**config.mk**
```make
export PLATFORM = sky130hd
export DESIGN_NAME = vp_cfg_ctrl
export DESIGN_NICKNAME = d
export VERILOG_FILES = /design/src/rtl/vp_cfg_ctrl.sv
export SDC_FILE = /design/constraint.sdc
export NUM_CORES = 1
export LEC_CHECK = 0
export CAP_MARGIN = 20
export CORE_MARGIN = 2
export CORE_UTILIZATION = 53
export DETAILED_ROUTE_END_ITERATION = 7
export PLACE_DENSITY = 0.75
export SLEW_MARGIN = 5
export SYNTH_ARGS = -nofsm -noshare
export SYNTH_HDL_FRONTEND = slang
export SYNTH_SLANG_ARGS = --single-unit
```
**constraint.sdc**
```tcl
create_clock -name clk_vpm -period 2.9 [get_ports clk_vpm]
set_clock_uncertainty 0.05 [all_clocks]
set_input_delay 0.58 -clock clk_vpm [delete_from_list [all_inputs] [get_ports clk_vpm]]
set_output_delay 0.58 -clock clk_vpm [all_outputs]
set_load 0.1 [all_outputs]
```
**src/rtl/vp_cfg_ctrl.sv**
```systemverilog
// Frame-synchronous configuration controller for the video-process chain (clk_vpm domain).
// Optional register readback port enabled by defining VP_CFG_READBACK_EN.
module vp_cfg_ctrl #(
  parameter int unsigned H_DISP          = 1280,
  parameter int unsigned V_DISP          = 720,
  parameter int unsigned X_RES_WIDTH     = 11,
  parameter int unsigned Y_RES_WIDTH     = 11,
  parameter int unsigned SCALE_FRAC_BITS = 14,
  parameter int unsigned SCALE_BITS      = 18
) (
  input  logic                   clk_vpm,
  input  logic                   rst_n,
  input  logic                   cfg_we,
  input  logic [2:0]             cfg_addr,
  input  logic [11:0]            cfg_wdata,
  input  logic                   vs_i,
`ifdef VP_CFG_READBACK_EN
  input  logic                   cfg_re,
  output logic [11:0]            cfg_rdata,
`endif
  output logic                   cfg_busy,
  output logic                   cfg_err,
  output logic                   cfg_valid,
  output logic [11:0]            start_x,
  output logic [11:0]            end_x,
  output logic [11:0]            start_y,
  output logic [11:0]            end_y,
  output logic [X_RES_WIDTH-1:0] input_x_res,
  output logic [Y_RES_WIDTH-1:0] input_y_res,
  output logic [X_RES_WIDTH-1:0] output_x_res,
  output logic [Y_RES_WIDTH-1:0] output_y_res,
  output logic [SCALE_BITS-1:0]  x_scale,
  output logic [SCALE_BITS-1:0]  y_scale,
  output logic                   nearest
);

  localparam int unsigned CW      = 12;
  localparam int unsigned DIV_W   = 32;
  localparam int unsigned CNT_W   = 5;
  localparam logic [CNT_W-1:0] CNT_LAST = CNT_W'(DIV_W - 1);
  localparam logic [CW-1:0] H_MAX = CW'(H_DISP);
  localparam logic [CW-1:0] V_MAX = CW'(V_DISP);
  localparam logic [SCALE_BITS-1:0] SCALE_ONE = SCALE_BITS'(1 << SCALE_FRAC_BITS);

  typedef enum logic [2:0] {IDLE, CHECK, DIV_X, DIV_Y, READY, APPLY} state_t;

  state_t state, state_nxt;

  // Host-writable shadow set and the snapshot taken when a commit passes validation
  logic [CW-1:0]          sh_start_x, sh_end_x, sh_start_y, sh_end_y;
  logic [X_RES_WIDTH-1:0] sh_out_x;
  logic [Y_RES_WIDTH-1:0] sh_out_y;
  logic                   sh_nearest;
  logic [CW-1:0]          snap_start_x, snap_end_x, snap_start_y, snap_end_y;
  logic [X_RES_WIDTH-1:0] snap_out_x;
  logic [Y_RES_WIDTH-1:0] snap_out_y;
  logic                   snap_nearest;

  logic [DIV_W-1:0]       quo, rem, div_d;
  logic [CNT_W-1:0]       div_cnt;
  logic [SCALE_BITS-1:0]  x_q, y_q;
  logic                   vs_d;

  logic                   commit, vs_rise, cfg_ok, take;
  logic [CW-1:0]          dx_sh, dy_snap;
  logic [DIV_W:0]         rem_sh;
  logic [DIV_W-1:0]       quo_nxt, rem_nxt;
  logic [SCALE_BITS-1:0]  q_sat;

  assign commit  = cfg_we && (cfg_addr == 3'd7);
  assign vs_rise = vs_i && !vs_d;
  assign cfg_ok  = (sh_end_x > sh_start_x) && (sh_end_x <= H_MAX) &&
                   (sh_end_y > sh_start_y) && (sh_end_y <= V_MAX);
  assign dx_sh   = sh_end_x - sh_start_x;
  assign dy_snap = snap_end_y - snap_start_y;

  // One restoring-divide step per cycle; quotient bits shift in from the LSB
  assign rem_sh  = {rem, quo[DIV_W-1]};
  assign take    = rem_sh >= {1'b0, div_d};
  assign rem_nxt = take ? DIV_W'(rem_sh - {1'b0, div_d}) : DIV_W'(rem_sh);
  assign quo_nxt = {quo[DIV_W-2:0], take};
  assign q_sat   = (|quo_nxt[DIV_W-1:SCALE_BITS]) ? {SCALE_BITS{1'b1}}
                                                  : quo_nxt[SCALE_BITS-1:0];

  always_comb begin
    state_nxt = state;
    case (state)
      IDLE:    if (commit) state_nxt = CHECK;
      CHECK:   if (commit) state_nxt = CHECK;
               else        state_nxt = cfg_ok ? DIV_X : IDLE;
      DIV_X:   if (commit) state_nxt = CHECK;
               else if (div_cnt == CNT_LAST) state_nxt = DIV_Y;
      DIV_Y:   if (commit) state_nxt = CHECK;
               else if (div_cnt == CNT_LAST) state_nxt = READY;
      READY:   if (commit) state_nxt = CHECK;
               else if (vs_rise) state_nxt = APPLY;
      APPLY:   state_nxt = commit ? CHECK : IDLE;
      default: state_nxt = IDLE;
    endcase
  end

  // Shadow registers accept writes in every state
  always_ff @(posedge clk_vpm or negedge rst_n) begin
    if (!rst_n) begin
      sh_start_x <= '0;
      sh_start_y <= '0;
      sh_end_x   <= H_MAX;
      sh_end_y   <= V_MAX;
      sh_out_x   <= X_RES_WIDTH'(H_DISP - 1);
      sh_out_y   <= Y_RES_WIDTH'(V_DISP - 1);
      sh_nearest <= 1'b1;
    end else if (cfg_we) begin
      case (cfg_addr)
        3'd0:    sh_start_x <= cfg_wdata;
        3'd1:    sh_start_y <= cfg_wdata;
        3'd2:    sh_end_x   <= cfg_wdata;
        3'd3:    sh_end_y   <= cfg_wdata;
        3'd4:    sh_out_x   <= cfg_wdata[X_RES_WIDTH-1:0];
        3'd5:    sh_out_y   <= cfg_wdata[Y_RES_WIDTH-1:0];
        3'd6:    sh_nearest <= cfg_wdata[0];
        default: ;
      endcase
    end
  end

  always_ff @(posedge clk_vpm or negedge rst_n) begin
    if (!rst_n) begin
      state        <= IDLE;
      cfg_busy     <= 1'b0;
      cfg_err      <= 1'b0;
      cfg_valid    <= 1'b0;
      vs_d         <= 1'b0;
      snap_start_x <= '0;
      snap_start_y <= '0;
      snap_end_x   <= '0;
      snap_end_y   <= '0;
      snap_out_x   <= '0;
      snap_out_y   <= '0;
      snap_nearest <= 1'b0;
      quo          <= '0;
      rem          <= '0;
      div_d        <= '0;
      div_cnt      <= '0;
      x_q          <= '0;
      y_q          <= '0;
      start_x      <= '0;
      start_y      <= '0;
      end_x        <= H_MAX;
      end_y        <= V_MAX;
      input_x_res  <= X_RES_WIDTH'(H_DISP - 1);
      input_y_res  <= Y_RES_WIDTH'(V_DISP - 1);
      output_x_res <= X_RES_WIDTH'(H_DISP - 1);
      output_y_res <= Y_RES_WIDTH'(V_DISP - 1);
      x_scale      <= SCALE_ONE;
      y_scale      <= SCALE_ONE;
      nearest      <= 1'b1;
    end else begin
      state     <= state_nxt;
      cfg_busy  <= (state_nxt != IDLE);
      cfg_valid <= 1'b0;
      vs_d      <= vs_i;
      case (state)
        CHECK: if (!commit) begin
          if (!cfg_ok) begin
            cfg_err <= 1'b1;
          end else begin
            cfg_err      <= 1'b0;
            snap_start_x <= sh_start_x;
            snap_start_y <= sh_start_y;
            snap_end_x   <= sh_end_x;
            snap_end_y   <= sh_end_y;
            snap_out_x   <= sh_out_x;
            snap_out_y   <= sh_out_y;
            snap_nearest <= sh_nearest;
            quo          <= DIV_W'(dx_sh) << SCALE_FRAC_BITS;
            rem          <= '0;
            div_d        <= DIV_W'(sh_out_x) + DIV_W'(1);
            div_cnt      <= '0;
          end
        end
        DIV_X: if (!commit) begin
          quo     <= quo_nxt;
          rem     <= rem_nxt;
          div_cnt <= div_cnt + CNT_W'(1);
          if (div_cnt == CNT_LAST) begin
            x_q   <= q_sat;
            quo   <= DIV_W'(dy_snap) << SCALE_FRAC_BITS;
            rem   <= '0;
            div_d <= DIV_W'(snap_out_y) + DIV_W'(1);
          end
        end
        DIV_Y: if (!commit) begin
          quo     <= quo_nxt;
          rem     <= rem_nxt;
          div_cnt <= div_cnt + CNT_W'(1);
          if (div_cnt == CNT_LAST) y_q <= q_sat;
        end
        // Whole active set loads on the same edge that enters APPLY
        READY: if (!commit && vs_rise) begin
          start_x      <= snap_start_x;
          start_y      <= snap_start_y;
          end_x        <= snap_end_x;
          end_y        <= snap_end_y;
          input_x_res  <= X_RES_WIDTH'(snap_end_x - snap_start_x - CW'(1));
          input_y_res  <= Y_RES_WIDTH'(snap_end_y - snap_start_y - CW'(1));
          output_x_res <= snap_out_x;
          output_y_res <= snap_out_y;
          x_scale      <= x_q;
          y_scale      <= y_q;
          nearest      <= snap_nearest;
          cfg_valid    <= 1'b1;
        end
        default: ;
      endcase
    end
  end

`ifdef VP_CFG_READBACK_EN
  always_ff @(posedge clk_vpm or negedge rst_n) begin
    if (!rst_n) begin
      cfg_rdata <= '0;
    end else if (cfg_re) begin
      case (cfg_addr)
        3'd0:    cfg_rdata <= start_x;
        3'd1:    cfg_rdata <= start_y;
        3'd2:    cfg_rdata <= end_x;
        3'd3:    cfg_rdata <= end_y;
        3'd4:    cfg_rdata <= CW'(output_x_res);
        3'd5:    cfg_rdata <= CW'(output_y_res);
        3'd6:    cfg_rdata <= {11'b0, nearest};
        default: cfg_rdata <= {9'b0, cfg_err, cfg_busy, nearest};
      endcase
    end
  end
`endif

endmodule
```
* Word level (Yosys, flattened, before mapping)
Index checks and enable logic that the tools add are counted.
Cells by class: add/sub/neg operators 9, bitwise logic cells 1, reductions and logical operators 31, muxes and demuxes 37, equality and inequality tests 19, $lt $le $gt $ge 5
Operators with widths (count):
- 32-bit 2-to-1 mux | 15
- 32-bit one-hot mux with 3 select lines | 2
- 32-bit one-hot mux with 2 select lines | 1
- 33-bit by 32-bit greater-or-equal comparator with 1-bit output | 1
- 32-bit subtractor | 1
- 11-bit by 1-bit adder with 12-bit output, second input constant | 2
- 12-bit > comparator | 2
- 12-bit subtractor | 2
- 11-bit by 1-bit subtractor with 11-bit output, second input constant | 2
- 3-bit 2-to-1 mux | 7
- 3-bit equality test, second input constant | 6
- 18-bit 2-to-1 mux | 1
- 3-bit one-hot mux with 6 select lines | 1
- 2-bit AND reduction | 9
- 5-bit 2-to-1 mux | 3
- 14-bit OR reduction | 1
- 3-bit by 2-bit equality test with 1-bit output, second input constant | 4
- 12-bit by 10-bit <= comparator with 1-bit output, second input constant | 1
- 12-bit by 11-bit <= comparator with 1-bit output, second input constant | 1
- 2-bit != test, second input constant | 6
- 11-bit subtractor | 1
- 5-bit one-hot mux with 2 select lines | 1
- 5-bit AND reduction | 2
- 3-bit AND reduction | 3
- other kinds (13) | 27
Word-level totals: bits in registers 415, input bits 19, output and inout bits 132, word-level logic and storage cells 138

* Longest topological paths before layout
Gate-level depths: netlist of run 1.
depth after elaboration 8, gate-level depth with buffers 13, depth with buffers taken out 12

* Worst setup path after synthesis of run 1
Ideal clock, no wire load.
kind register to register, from register state[1], to register div_d[10], period minus slack after synthesis 3.221 ns, cell stages (with the launch flop) 12, setup time 0.133 ns, slack -0.321 ns, data required time 2.717 ns, data arrival time 3.038 ns, path buffers 3, cell sequence dfrtp_1 > clkbuf_1 > nor3b_2 > clkbuf_1 > buf_1 > mux2_2 > ha_1 > or3b_2 > nor2_1 > nand2_1 > xnor2_1 > o21ai_0
On the way: cells in the longest elaborated chain, start to end 3, elaborated cells on any way between the ends 9, classes of those cells eq/ne (6); mux (1); reduce/logical (2)
Ends and longest elaborated chain:
- from (decl) | line 47 | state_t state, state_nxt;
- from (signal assigned) | line 158 | state <= state_nxt;
- 3-bit by 2-bit equality test with 1-bit output or 3-bit by 1-bit equality test with 1-bit output (tied branches) | line 162 | case (state)
- 2-bit != test (no line) or 2-bit nonzero test (tied branches)
- 5-bit AND reduction (no line)
- to (signal assigned) | line 177 | div_d <= DIV_W'(sh_out_x) + DIV_W'(1);
- to (signal assigned) | line 189 | div_d <= DIV_W'(snap_out_y) + DIV_W'(1);
- to (decl) | line 59 | logic [DIV_W-1:0] quo, rem, div_d;
Several ways; a longest one is shown, not always the timed one. A chain may end at the register's enable or synchronous reset.

* Worst setup path in the final report of run 1
from register sh_end_y[1], to register snap_out_x[9]
On the way: cells in the longest elaborated chain, start to end 4, elaborated cells on any way between the ends 5, classes of those cells order compare (2); reduce/logical (3)
Ends and longest elaborated chain:
- from (decl) | line 50 | logic [CW-1:0] sh_start_x, sh_end_x, sh_start_y, sh_end_y;
- from (signal assigned) | line 117 | 3'd3: sh_end_y <= cfg_wdata;
- 12-bit > comparator | line 73 | (sh_end_y > sh_start_y) && (sh_end_y <= V_MAX);
- 1-bit logical AND | line 72 | assign cfg_ok = (sh_end_x > sh_start_x) && (sh_end_x <= H_MAX) &&
- 1-bit logical AND * | line 73
- 3-bit AND reduction (no line) *
- to (signal assigned) | line 172 | snap_out_x <= sh_out_x;
- to (decl) | line 55 | logic [X_RES_WIDTH-1:0] snap_out_x;
Every way passes the cells marked *; elsewhere a longest branch is shown, timed or not.

==> out/results.ini, run 1 <==
[drt]
drt_iter0_markers=776
first_pass_iters=6
drt_wl_total_um=46070
vias=14220
wl_per_cell_um=17.77
route.detailed.drc=0
ant_nets=0
via_per_inst=5.486

[yosys]
syn_avg_cell_area_um2=9.752
yosysTopAreaCell=dfrtp_1
ys_ff_latch=395
synth_top_area_share=0.4525
synth.area.top_cells=dfrtp_1, nand2_1, dfstp_2
synth_edf_count=0
netlist_area_mm2=0.01831
ys_warn_count=0
synth_async_sr_flop_share=1.000
synthMostInstantiatedCell=nand2_1
synth_cells=1877
synth_nets=1961
synth_common_cells=nand2_1, dfrtp_1, o21ai_0
ys_types=60
synth_ff_type=dfrtp_1
ys_seq_area_frac=0.5444

[grt]
grt_usage=0.2597
grt_pass1_vias=14250
overflow=0
grt_most_used_layer=met2
grt_max_degree=112
grt_pass1_wl_um=74780
antenna_found_initial=0
met2_usage=0.4165
grtUsageMet1=0.3600
met3_usage=0.04667

[worst_setup_path]
worstSetupPathType=register to register
crit_buf_inv=3
slowest_stage=or4_4
cp_top_family=compound AO/OA/AOI/OAI gates
cpPeakStageDelay_ps=450
worstPathMaxFanout=13
arrival_ps=3240
startpoint_type=register
crit_path_cell_trace=o41a_1, o2111ai_2, o211ai_1, or4_4, nor3_4, buf_6, buf_12, buf_12, mux2_2
crit_path_end_kind=register
crit_top_cell=buf_12
worst_ep_required_time_ps=3290

[place]
dp_hpwl_um=31990
place.gp.congestion=0.8903
placed_area_mm2=0.02070
dp_worst_setup_slack_ps=-299.7
portBuffers=150

[pwr]
power.leakage_nw=10.89
power_density_mw_per_mm2=883.2
ir_drop_v=0.0008615

[floorplanning]
die_y_um=189.8
die_area_mm2=0.03604
row_count=68
coreArea_mm2=0.03429
io_pins=151
die_w_um=189.8
start_util=0.5339

[finish]
layout-drive-gt1-share=0.2396
fin_util=0.6529
area_delta_synth_final_pct=22.29
final_area_mm2=0.02239
n_antenna_cell=0
fillers=2654
fin_nets=2189

[timing]
fin_crit_sh=0.9848
slew_headroom=0.3186
layout_setup_ws_ps=44.22
period_needed_ps=2856
drv_slew=0
setup_violations=0
finalHoldViolations=0
fmax_mhz=350.2
worstMarginPinSlew_ps=1018
rsz0062_at_grt=yes

[cts]
cts-root-buf=clkbuf_16
ctsLongestPathBuffers=3
cts_tree=yes
clkLatencyLatePin_ps=560
clkSlewWorstSetupHoldPaths_ps=60
numCtsBuffers=42
cts.sinks=395
cts_max_level=2

[job]
max-cap-violations=0

[min_path]
hold_path.class=register to register

[status]
status=completed

==> per-stage QoR <==
stage	hold slack [ps]	cells	power (W)	TNS, ps
4_1_cts	409.6	2580	0.01975	0
6_report	407.1	2592	0.01977	0
3_3_place_gp	398.8	2500	0.01403	-15190
3_5_place_dp	399.9	2500	0.01420	-28040
5_1_grt	424.6	2592	0.02075	-425.1
2_1_floorplan	234.4	1877	0.01215	0
==> area by class of cell <==
class	instances	area, um2	area share
multi-input cells	1330	7915	0.3536
well taps	455	569.3	0.02543
clock inverters	14	165.2	0.007378
flip-flops and latches	395	9965	0.4451
inverters	71	266.5	0.01191
repair buffers	265	2268	0.1013
clock buffers	62	1236	0.05522
==> where the power goes <==
group | total [W] | switching (W) | internal (W)
Combinational | 0.00700 | 0.00477 | 0.00223
Clock | 0.00547 | 0.00225 | 0.00323
Sequential | 0.00729 | 0.000748 | 0.00655
==> cell usage in the layout (no fill, tap or decap), types with 17 or more instances in the layout <==
cell type / netlist / routed
nand2_1: 502 / 501
dfrtp_1: 331 / 331
buf_4: 0 / 222
o21ai_0: 157 / 155
nor2_1: 114 / 111
mux2_2: 100 / 100
a21oi_1: 84 / 81
inv_1: 70 / 70
dfstp_2: 64 / 64
ha_1: 61 / 61
clkbuf_16: 0 / 42
xor2_1: 39 / 38
xnor2_1: 34 / 33
o21ai_1: 21 / 22
mux2i_1: 19 / 19
nor3_1: 19 / 17
nand3_1: 18 / 17
clkdlybuf4s50_1: 0 / 17
buf_12: 0 / 17
==> worst paths after layout <==
path                                    startpoint                        end  slack (ps)  depth (start not counted)
max in group asynchronous                    rst_n     y_scale[0]$_DFFE_PN0P_        1270                          3
min in group asynchronous                    rst_n        quo[18]$_DFFE_PN0P_         580                          2
min reg2reg                   end_y[9]$_DFFE_PN1P_       end_y[9]$_DFFE_PN1P_         410                          2
max reg2reg                sh_end_y[1]$_DFFE_PN0P_  snap_out_x[9]$_DFFE_PN0P_          40                          9
min                           end_y[9]$_DFFE_PN1P_       end_y[9]$_DFFE_PN1P_         410                          2
max                        sh_end_y[1]$_DFFE_PN0P_  snap_out_x[9]$_DFFE_PN0P_          40                          9
==> registers in the layout, summed over array words and instances (netlist names), 18 cells and up <==
signal / count
y_scale: 18
x_scale: 18
rem: 32
x_q: 18
quo: 32
y_q: 18
==> routing by layer <==
layer / part of all wire / vias to the layer above
met5: 0.0016 / -
li1: - / 6774
met3: 0.051 / 80
met4: 0.025 / 2
met2: 0.47 / 318
met1: 0.45 / 7045
==> repair_timing <==
| action | in CTS | in global routing |
|---|---|---|
| setup buffers | 0 | 10 |
| gates resized for setup | 13 | 20 |
| hold buffers | 1 | 0 |
| cloned | 3 | 2 |
| endpoints found under the setup margin | 120 | 131 |
| hold endpoints to repair | 4 | 0 |
| pin swaps | 3 | 10 |
==> worst reg2reg max path, delay by kind of cell, from the launching register on <==
kind	cells	cell delay (ps)
flops	1	430
simple gates	2	720
mux	1	340
buf+inv	3	440
compound gates	3	750
==> kinds of logic after synthesis <==
logic type / after synthesis / share of synthesized area
AO/OA/AOI/OAI: 333 / 0.1020
XOR/XNOR: 73 / 0.03493
adder cells (fa/ha/maj): 65 / 0.04607
buffers and inverters: 154 / 0.03240
flip-flops: 395 / 0.5444
multiplexers: 119 / 0.07191
AND/OR/NAND/NOR: 738 / 0.1684
Power figures use the tool's default switching activity.
==> run 2: changes to the inputs <==
--- a/config.mk
+++ b/config.mk
@@ -10,7 +10,8 @@
 export CORE_UTILIZATION = 53
 export DETAILED_ROUTE_END_ITERATION = 7
 export PLACE_DENSITY = 0.75
-export SLEW_MARGIN = 5
+export REMOVE_ABC_BUFFERS = 1
+export SLEW_MARGIN = 20
 export SYNTH_ARGS = -nofsm -noshare
 export SYNTH_HDL_FRONTEND = slang
 export SYNTH_SLANG_ARGS = --single-unit
==> run 2 against run 1 <==
Effect of this change: critical path depth increased by 3; combinational power decreased by 1%; sequential share of layout area decreased by 0.072 points; clock power is essentially flat; worst setup slack improved by 60 ps; largest power group unchanged.
==> out/results.ini, run 2 (synthesized netlist as in run 1, its figures left out) <==
[status]
status=completed  ; unchanged

[worst_setup_path]
rrSetupSlack_ps=100  ; was 40 ps
worstSetupPathType=register to register  ; unchanged
rr_startpoint=sh_end_x[0]$_DFFE_PN0P_  ; was sh_end_y[1]$_DFFE_PN0P_
r2r_cells=12  ; was 9
r2r_end=snap_end_x[4]$_DFFE_PN0P_  ; was snap_out_x[9]$_DFFE_PN0P_
worst_ep_required_time_ps=3260  ; was 3290 ps
worstPathMaxFanout=21  ; was 13
arrival_ps=3160  ; was 3240 ps
startpoint_type=register  ; unchanged
crit_path_end_kind=register  ; unchanged

[pwr]
power.leakage_nw=10.89  ; about the same
ir_drop_v=0.0008348  ; was 0.0008615 V
power_density_mw_per_mm2=875.3  ; was 883.2 mW/mm2

[drt]
via_per_inst=5.426  ; was 5.486
route.detailed.drc=0  ; unchanged
first_pass_iters=5  ; was 6
ant_nets=0  ; unchanged
vias=14060  ; was 14,220
wl_per_cell_um=16.90  ; was 17.77 um
drt_wl_total_um=43780  ; was 46,070 um
drt_iter0_markers=854  ; was 776

[cts]
cts_max_level=2  ; unchanged
numCtsBuffers=42  ; unchanged
cts.sinks=395  ; unchanged
clkSlewWorstSetupHoldPaths_ps=60  ; about the same
clkLatencyLatePin_ps=550  ; was 560 ps
cts_tree=yes  ; unchanged
cts-root-buf=clkbuf_16  ; unchanged
ctsLongestPathBuffers=3  ; unchanged

[finish]
n_antenna_cell=0  ; unchanged
fin_nets=2186  ; was 2,189
fin_util=0.6539  ; was 0.6529
top_regs=quo (32), rem (32)  ; unchanged
stdcell_count=2591  ; was 2,592
layout-drive-gt1-share=0.2449  ; was 0.2396
area_delta_synth_final_pct=22.49  ; was 22.29%
final_common_cell=nand2_1  ; unchanged
fillers=2686  ; was 2,654
final_area_mm2=0.02242  ; was 0.02239 mm2
final_cell_mix=nand2_1, dfrtp_1, buf_4  ; unchanged

[place]
portBuffers=150  ; unchanged
dp_worst_setup_slack_ps=-257.9  ; was -299.7 ps
dp_hpwl_um=30420  ; was 31,990 um
place.gp.congestion=0.8826  ; was 0.8903
numPlacedInstances=2503  ; was 2,500
placed_area_mm2=0.02071  ; was 0.02070 mm2

[grt]
grt_pass1_wl_um=71750  ; was 74,780 um
grt_usage=0.2472  ; was 0.2597
grt_pass1_vias=14190  ; was 14,250
overflow=0  ; unchanged
antenna_found_initial=0  ; unchanged
grt_max_degree=92  ; was 112

[timing]
slew_headroom=0.4692  ; was 0.3186
drv_slew=0  ; unchanged
setup_violations=0  ; unchanged
worstMarginPinSlew_ps=792.0  ; was 1018 ps
period_needed_ps=2795  ; was 2856 ps
layout_setup_ws_ps=104.7  ; was 44.22 ps
rsz0062_at_grt=yes  ; unchanged
fin_crit_sh=0.9639  ; was 0.9848
finalHoldViolations=0  ; unchanged
fmax_mhz=357.7  ; was 350.2 MHz
finalHoldWorstSlack_ps=408.5  ; was 407.1 ps

[floorplanning]
io_pins=151  ; unchanged
coreArea_mm2=0.03429  ; unchanged
row_count=68  ; unchanged
start_util=0.5339  ; unchanged
die_w_um=189.8  ; unchanged
die_y_um=189.8  ; unchanged
die_area_mm2=0.03604  ; unchanged

[min_path]
hold-path-endpoint=output_x_res[2]$_DFFE_PN1P_  ; was end_y[9]$_DFFE_PN1P_
hold_path.class=register to register  ; unchanged
min_from=output_x_res[2]$_DFFE_PN1P_  ; was end_y[9]$_DFFE_PN1P_
hold_depth=2  ; unchanged

[job]
max-cap-violations=0  ; unchanged

==> run 2: changes by cell type in the layout (fill, tap and decap cells not counted), sizes merged <==
cell      delta
inv          +2
clkinvlp     -1
clkinv       +5
nor2         -2
bufinv       +2
buf          -1
clkbuf       -6
==> run 2: metrics by stage <==
step | setup TNS (ps) | total power, W
2_1_floorplan | -833030 | 0.01214
3_3_place_gp | -19650 | 0.01390
3_5_place_dp | -24520 | 0.01408
4_1_cts | 0 | 0.01964
5_1_grt | -330.2 | 0.02062
6_report | 0 | 0.01963
==> run 2: what timing repair did <==
action | 4_1_cts | 5_1_grt
hold endpoints to repair | 57 | 0
setup buffers | 5 | 4
gates resized for setup | 10 | 35
hold buffers | 1 | 0
cloned | 0 | 1
pin swaps | 6 | 23
setup endpoints to repair | 109 | 138
==> run 2: worst max path at each step <==
stage	startpoint	to	slack, ps	cells past startpoint
2_1_floorplan	sh_end_x[10]$_DFFE_PN1P_	quo[25]$_DFFE_PN0P_	-5580	9
3_3_place_gp	cfg_we	snap_end_x[6]$_DFFE_PN0P_	-220	9
3_5_place_dp	cfg_we	snap_out_y[9]$_DFFE_PN0P_	-260	9
4_1_cts	sh_end_y[0]$_DFFE_PN0P_	snap_end_x[4]$_DFFE_PN0P_	10	9
5_1_grt	snap_end_y[0]$_DFFE_PN0P_	input_y_res[10]$_DFFE_PN0P_	-70	12
6_report	sh_end_x[0]$_DFFE_PN0P_	snap_end_x[4]$_DFFE_PN0P_	100	12
==> run 2: critical path: stages (launching register included) <==
cell and delay [ps]:
dfrtp_1 370, inv_2 60, ha_4 170, fa_2 400, nand2b_4 160, a211oi_2 230, or3_4 170, a21oi_2 70
nor3_4 220, buf_6 170, buf_12 120, buf_12 150, mux2_2 340
==> run 2: per-layer routing <==
layer	up-vias	GRT usage	wire length, um
met5	-	0	0
met3	92	0.03357	1933
met2	317	0.4189	21420
met4	0	0.09690	1683
li1	6761	-	-
met1	6890	0.3236	18740
==> run 2: layout make-up <==
class / instances / area [um2] / share of cell area
multi-input combinational: 1328 / 7979 / 0.3559
clock buffer: 56 / 1144 / 0.05100
timing repair buffer: 264 / 2235 / 0.09967
sequential: 395 / 9965 / 0.4444
inverter: 71 / 266.5 / 0.01189
tap: 455 / 569.3 / 0.02539
clock inverter: 22 / 264.0 / 0.01177
==> run 2: power by group <==
part | internal, W | total, W | switching (W) | leakage [nW]
clock network | 0.00324 | 0.00544 | 0.00220 | 0.697
logic | 0.00227 | 0.00692 | 0.00465 | 5.40
registers | 0.00655 | 0.00726 | 0.000719 | 4.79
total | 0.0121 | 0.0196 | 0.00757 | 10.9
